--- src/rtl/pipe_stage_buf.sv ---
// Elastic pipeline-stage register with a valid/ready handshake, synchronous flush,
// and an optional 2-entry skid buffer that registers in_ready.
module pipe_stage_buf #(
  parameter int DATA_W = 64,
  parameter int SKID   = 1
) (
  input  logic              clk,
  input  logic              reset,
  input  logic              in_valid,
  output logic              in_ready,
  input  logic [DATA_W-1:0] in_data,
  output logic              out_valid,
  input  logic              out_ready,
  output logic [DATA_W-1:0] out_data,
  input  logic              flush,
  output logic [1:0]        occupancy
);

  // State encoding equals the number of held entries, so occupancy is the state itself.
  typedef enum logic [1:0] {
    EMPTY = 2'd0,
    ONE   = 2'd1,
    TWO   = 2'd2
  } state_t;

  logic in_fire;
  logic out_fire;

  assign in_fire  = in_valid & in_ready;
  assign out_fire = out_valid & out_ready;

  if (SKID == 1) begin : g_skid
    state_t            state;
    state_t            state_nx;
    logic [DATA_W-1:0] main_q;
    logic [DATA_W-1:0] skid_q;
    logic              load_main_in;
    logic              load_main_skid;
    logic              load_skid;

    always_ff @(posedge clk or posedge reset) begin
      if (reset) state <= EMPTY;
      else       state <= state_nx;
    end

    always_comb begin
      // NOTE: every signal driven here gets a default first, so no path can infer a latch.
      state_nx       = state;
      load_main_in   = 1'b0;
      load_main_skid = 1'b0;
      load_skid      = 1'b0;
      case (state)
        EMPTY: begin
          if (in_fire) begin
            state_nx     = ONE;
            load_main_in = 1'b1;
          end
        end
        ONE: begin
          if (in_fire && out_fire) begin
            load_main_in = 1'b1;
          end else if (in_fire) begin
            state_nx  = TWO;
            load_skid = 1'b1;
          end else if (out_fire) begin
            state_nx = EMPTY;
          end
        end
        TWO: begin
          if (out_fire) begin
            state_nx       = ONE;
            load_main_skid = 1'b1;
          end
        end
        default: state_nx = EMPTY;
      endcase
      // Flush wins over everything; held data stays in the registers but is no longer valid.
      if (flush) begin
        state_nx       = EMPTY;
        load_main_in   = 1'b0;
        load_main_skid = 1'b0;
        load_skid      = 1'b0;
      end
    end

    // NOTE: payload registers are reset too, so out_data is a known zero after reset.
    always_ff @(posedge clk or posedge reset) begin
      if (reset) begin
        main_q <= '0;
        skid_q <= '0;
      end else begin
        if (load_main_in)        main_q <= in_data;
        else if (load_main_skid) main_q <= skid_q;
        if (load_skid)           skid_q <= in_data;
      end
    end

    // in_ready comes from registered state only: no path from out_ready.
    assign in_ready  = (state != TWO);
    assign out_valid = (state != EMPTY);
    assign out_data  = main_q;
    assign occupancy = state;
  end else if (SKID == 0) begin : g_single
    logic              valid_q;
    logic [DATA_W-1:0] main_q;

    always_ff @(posedge clk or posedge reset) begin
      if (reset)         valid_q <= 1'b0;
      else if (flush)    valid_q <= 1'b0;
      else if (in_fire)  valid_q <= 1'b1;
      else if (out_fire) valid_q <= 1'b0;
    end

    always_ff @(posedge clk or posedge reset) begin
      if (reset)                 main_q <= '0;
      else if (in_fire && !flush) main_q <= in_data;
    end

    // Accept when empty or when the held entry leaves this same cycle.
    assign in_ready  = ~valid_q | out_ready;
    assign out_valid = valid_q;
    assign out_data  = main_q;
    assign occupancy = {1'b0, valid_q};
  end else begin : g_bad_param
    $error("pipe_stage_buf: SKID must be 0 or 1, got %0d", SKID);
    assign in_ready  = 1'b0;
    assign out_valid = 1'b0;
    assign out_data  = '0;
    assign occupancy = '0;
  end

endmodule

--- config.mk ---
export PLATFORM = sky130hd
export DESIGN_NAME = pipe_stage_buf
export DESIGN_NICKNAME = d
export VERILOG_FILES = /design/src/rtl/pipe_stage_buf.sv
export SDC_FILE = /design/constraint.sdc
export NUM_CORES = 1
export LEC_CHECK = 0
export ABC_AREA = 1
export CAP_MARGIN = 40
export CORE_MARGIN = 2
export CORE_UTILIZATION = 28
export CTS_BUF_LIST = sky130_fd_sc_hd__clkbuf_8
export CTS_CLUSTER_DIAMETER = 120
export DETAILED_ROUTE_END_ITERATION = 10
export GPL_TIMING_DRIVEN = 0
export PLACE_DENSITY_LB_ADDON = 0.1
export SLEW_MARGIN = 15
export SYNTH_ARGS = -nofsm -noshare
export SYNTH_HDL_FRONTEND = slang
export SYNTH_SLANG_ARGS = --single-unit
--- constraint.sdc ---
create_clock -name clk -period 4.3 [get_ports clk]
set_input_delay 0.645 -clock clk [delete_from_list [all_inputs] [get_ports clk]]
set_output_delay 0.645 -clock clk [all_outputs]
set_load 0.03 [all_outputs]
==> results.cfg, run 1 <==
[sta]
worst_slew_pin_slew_ns = 0.563
timing.final.ws_setup_ns = 1.80
min_period_ns = 2.50
clock_skew_ns = 0.00811
final-setup-viol-count = 0
hold_violations = 0
rsz0062_at_grt = false
maxSlewViolCount = 0
fin_crit_sh = 0.581
relSlewSlack = 0.624
max_freq_ghz = 0.400

[worst_setup_path]
worstSetupPathType = reg2out
crit_path_end_kind = primary output
cpPeakStageDelay_ns = 0.68
worstSetupStartpointType = flip-flop
crit_chain = inv_1 -> nand2_1 -> clkdlybuf4s50_1
slowest_stage = clkdlybuf4s50_1
cp.arrival_ns = 1.85
required_ns = 3.65
crit_fanout = 8

[detailed_routing]
viasPerCell = 4.23
drc_errors = 0
routed_wl_mm = 14.6
wl_per_cell_um = 13.5
drt_iter0_markers = 228
vias = 4576
drt_first_pass_iters = 4
drtAntennaViolNets = 0

[layout]
area_growth_pct = 38.4
design_area_um2 = 7890
diodes = 0
drive_gt1_frac = 0.149
nNetsFinal = 867

[placed_design]
pre_cts_ws_ns = 2.04
io_buffers = 136
post_dp_cell_area_um2 = 7430
place_congestion = 0.769
dp_hpwl_mm = 10.2

[grt]
antenna_found_initial = 0
grt_pass1_wl_mm = 24.3
gr-total-overflow = 0
grt_pass1_vias = 4656
grtUsageTotal = 0.143
grt_max_degree = 73

[logic_synthesis]
synth-seq-cells = 130
synth-seq-area-share = 0.571
ys_types = 12
synth_area_per_cell_um2 = 8.88
ys_warn_count = 0
syn-num-nets = 711
synthesis.area_um2 = 5700
synth_cells = 642

[cts]
cts_hold_buf = 0
clock_sinks = 130
cts.root.buffer_cell = clkbuf_8
h-tree-depth = 4
cts.clk_slew.worst_paths_ns = 0.07
cts.path.max_buffers = 2
clkLatencyLatePin_ns = 0.44
cts-buffers-inserted = 17
cts_tree = yes
post-cts-setup-buffers = 0
cts_resized = 0

[min_path]
min_path_type = reg2reg

[power]
power_density_nw_per_um2 = 558
ir_drop_uv = 188
p_leak_nw = 3.86

[floorplan]
initial_core_util = 0.284
core_region_area_um2 = 20100
die_w_um = 147
io_pins = 137
die_h_um = 147
rows = 52
die_area_um2 = 21500

[run_status]
outcome = finished clean

[flow_run]
maxCapViolCount = 0
sequential cells by signal, summed over array words and instances (netlist names):
name and flops:
occupancy 2, out_data 64, g_skid.skid_q 64
layer usage:
layer / up-vias / GRT usage / share of wire
met1: 2155 / 0.190 / 0.47
met2: 107 / 0.228 / 0.47
met4: 0 / 0.0461 / 0.011
li1: 2300 / - / -
met5: - / 0 / 0
met3: 14 / 0.0388 / 0.046
critical path: cells and delay by family (launching register included):
kind | cells | cell delay [ns]
buf+inv | 2 | 0.79
simple gates | 1 | 0.13
flops | 1 | 0.50
cell usage in the layout (no fill, tap or decap), drive strengths merged:
cell type      count
clkdlybuf4s50    136
inv               76
nor2               5
bufinv             5
nand2            268
nand3             67
clkinv             4
dfrtp            130
clkinvlp           2
nand4              2
o21ai             65
buf               33
clkbuf            18
path summary, 6_finish.rpt:
check | start | endpoint | slack, ns | depth (start not counted)
worst max register to register | occupancy[0]$_DFFE_PP0P_ | out_data[56]$_DFFE_PP0P_ | 2.73 | 6
min in group asynchronous | reset | out_data[10]$_DFFE_PP0P_ | 0.63 | 2
worst min register to register | out_data[61]$_DFFE_PP0P_ | out_data[61]$_DFFE_PP0P_ | 0.48 | 2
max in group asynchronous | reset | out_data[41]$_DFFE_PP0P_ | 2.91 | 3
worst max-delay path | occupancy[0]$_DFFE_PP0P_ | in_ready | 1.80 | 3
worst min-delay path | out_data[61]$_DFFE_PP0P_ | out_data[61]$_DFFE_PP0P_ | 0.48 | 2
logic make-up (layout without fill, tap and decap cells):
family | Yosys count | in the layout | synth area share
AND/OR/NAND/NOR | 342 | 342 | 0.242
flip-flops | 130 | 130 | 0.571
buffers and inverters | 105 | 274 | 0.0970
AO/OA/AOI/OAI | 65 | 65 | 0.0907
synthesized netlist by cell type:
| master | n | area (um^2) |
|---|---|---|
| buf_2 | 13 | 65.1 |
| buf_6 | 19 | 214 |
| dfrtp_1 | 130 | 3250 |
| inv_1 | 70 | 263 |
| inv_2 | 3 | 11.3 |
| nand2_1 | 268 | 1010 |
| nand3_1 | 67 | 335 |
| nand4_1 | 2 | 12.5 |
| nor2_1 | 3 | 11.3 |
| nor2_2 | 2 | 12.5 |
| o21ai_1 | 14 | 70.1 |
| o21ai_2 | 51 | 447 |
power breakdown:
part	leakage (nW)	internal, W	total (W)	switching (W)
Sequential	1.62	0.00163	0.00186	0.000228
Clock	0.231	0.000705	0.00122	0.000510
Combinational	2.00	0.000583	0.00133	0.000743
cell type report:
cell class | instances | area [um^2]
buffer | 32 | 279
fill | 2038 | 12200
sequential | 130 | 3250
tap | 270 | 338
inverter | 73 | 279
clock inverter | 14 | 210
timing repair buffer | 137 | 1390
multi-input combinational | 407 | 1890
clock buffer | 18 | 248
per-stage QoR:
step           TNS (ns)  utilization  total power (W)  instances  hold WS, ns
6_report              0        0.392          0.00440       1081        0.482
5_1_grt               0        0.392          0.00468       1081        0.506
2_1_floorplan         0            -          0.00268        642        0.455
3_5_place_dp          0        0.370          0.00323       1049        0.468
3_3_place_gp    -231.87        0.368          0.00319       1048        0.464
4_1_cts               0        0.392          0.00447       1081        0.487
Power figures use the tool's default switching activity.
==> inputs of run 2 (changes only) <==
==> constraint.sdc (replaced) <==
create_clock -name clk -period 2.14 [get_ports clk]
set_input_delay 0.321 -clock clk [delete_from_list [all_inputs] [get_ports clk]]
set_output_delay 0.321 -clock clk [all_outputs]
set_load 0.03 [all_outputs]
==> results.cfg, run 2 (same netlist as run 1, synthesis figures left out) <==
[sta]
clock_skew_ns = 0.0135
timing.final.ws_setup_ns = 0.160
worst_slew_pin_slew_ns = 0.507
rsz0062_at_grt = false
relSlewSlack = 0.661
hold_violations = 0
max_freq_ghz = 0.505
maxSlewViolCount = 0
final-setup-viol-count = 0
finalSetupTns_ns = 0
min_period_ns = 1.98
fin_crit_sh = 0.925

[layout]
area_growth_pct = 39.7
final_cells = 1083
fillerInstances = 2020
final_core_util = 0.396
layout_common_cells = 268 x nand2_1, 134 x clkdlybuf4s50_1, 130 x dfrtp_1
multi_input_area_um2 = 1890
diodes = 0
ff_latch_area_um2 = 3250
drive_gt1_frac = 0.153
nNetsFinal = 870
layout_commonest_cell = nand2_1

[detailed_routing]
drc_errors = 0
drt_first_pass_iters = 5
wl_per_cell_um = 13.7
viasPerCell = 4.28
drtAntennaViolNets = 0
routed_wl_mm = 14.8
drt_iter0_markers = 216
vias = 4630

[grt]
antenna_found_initial = 0
grt_use_met1 = 0.195
grt_use_met3 = 0.0434
grt_pass1_vias = 4666
gr-total-overflow = 0
grt_max_degree = 35
grt_pass1_wl_mm = 24.7
grtUsageMet2 = 0.230
top_usage_layer = met2
grtUsageTotal = 0.146

[cts]
clkLatencyLatePin_ns = 0.44
post-cts-setup-buffers = 0
cts.root.buffer_cell = clkbuf_8
cts.clk_slew.worst_paths_ns = 0.08
cts_hold_buf = 0
h-tree-depth = 4
cts_tree = yes
cts-buffers-inserted = 17
clock_sinks = 130
cts.path.max_buffers = 2

[power]
p_comb_frac = 0.301
pwr-share-seq = 0.419
switching_power_w = 0.00296
swShare = 0.333
p_leak_nw = 3.89
pwr-share-clk = 0.281
ir_drop_uv = 375
power_density_nw_per_um2 = 1120
internal_power_w = 0.00594

[worst_setup_path]
required_ns = 1.82
worstSetupStartpointType = flip-flop
crit_fanout = 8
slowest_stage = clkdlybuf4s50_1
cp.arrival_ns = 1.66
critPathTopFamily = buffers and inverters
worstSetupPathType = reg2out
crit_buf_inv = 1
crit_chain = clkdlybuf4s50_1
cpPeakStageDelay_ns = 0.74
crit_path_end_kind = primary output

[flow_run]
maxCapViolCount = 0

[placed_design]
dp_hpwl_mm = 10.4
dp.cells = 1052
io_buffers = 136
place_congestion = 0.719
pre_cts_ws_ns = 0.228

[floorplan]
core_region_area_um2 = 20100
die_area_um2 = 21500
die_h_um = 147
initial_core_util = 0.284
rows = 52
io_pins = 137
die_w_um = 147

[run_status]
outcome = finished clean

[min_path]
min_path_type = in2async
==> run 2: cell types whose count changed in the layout (fill, tap and decap cells not counted) <==
cell / change
buf_12: +3
dlygate4sd2_1: +2
clkinvlp_4: +1
inv_6: -1
clkbuf_8: +2
clkdlybuf4s50_1: -2
clkinv_4: +1
clkinv_2: -3
inv_1: -1
==> run 2: final cells by class <==
| type | instances | share of cell area |
|---|---|---|
| flip-flops and latches | 130 | 0.408 |
| multi-input cells | 407 | 0.238 |
| repair buffers | 140 | 0.182 |
| well taps | 270 | 0.0424 |
| plain buffers | 32 | 0.0350 |
| inverters | 73 | 0.0349 |
| clock buffers | 20 | 0.0346 |
| clock inverters | 11 | 0.0251 |
==> run 2: what timing repair did <==
action                                  in CTS  in global routing
hold endpoints to repair                     0                  0
endpoints found under the setup margin       2                  0
gates resized for setup                      2                  0
==> run 2: worst paths after layout <==
check	from	end	slack [ns]	cells after the start
setup / recovery	occupancy[0]$_DFFE_PP0P_	occupancy[0]	0.16	1
hold / removal	reset	g_skid.skid_q[4]$_DFFE_PP0P_	0.26	2
setup reg to reg	occupancy[0]$_DFFE_PP0P_	out_data[9]$_DFFE_PP0P_	0.59	6
hold reg to reg	g_skid.skid_q[15]$_DFFE_PP0P_	g_skid.skid_q[15]$_DFFE_PP0P_	0.48	2
max in group asynchronous	reset	occupancy[0]$_DFFE_PP0P_	1.11	4
min in group clk	in_data[34]	g_skid.skid_q[34]$_DFFE_PP0P_	0.45	3
==> run 2: metrics by stage <==
step | instance area (um^2) | hold WS, ns | total power, W
after floorplan | 5700 | 0.451 | 0.00538
after global placement | 7400 | 0.464 | 0.00642
after detailed placement | 7490 | 0.468 | 0.00651
after CTS | 7960 | 0.241 | 0.00905
after global routing | 7960 | 0.262 | 0.00949
final | 7960 | 0.261 | 0.00891
==> run 2: power groups by stage <==
stage / Clock, W / Sequential, W / Combinational [W]
final: 0.00250 / 0.00373 / 0.00268
after global routing: 0.00269 / 0.00385 / 0.00295
after floorplan: 0 / 0.00429 / 0.00109
after CTS: 0.00258 / 0.00374 / 0.00273
after detailed placement: 0 / 0.00378 / 0.00273
after global placement: 0 / 0.00376 / 0.00266
==> run 2: per-layer routing <==
| layer | routed length (um) | part of all wire |
|---|---|---|
| met2 | 6900 | 0.46 |
| met1 | 7090 | 0.48 |
| met3 | 686 | 0.046 |
| met5 | 0 | 0 |
| met4 | 160 | 0.011 |
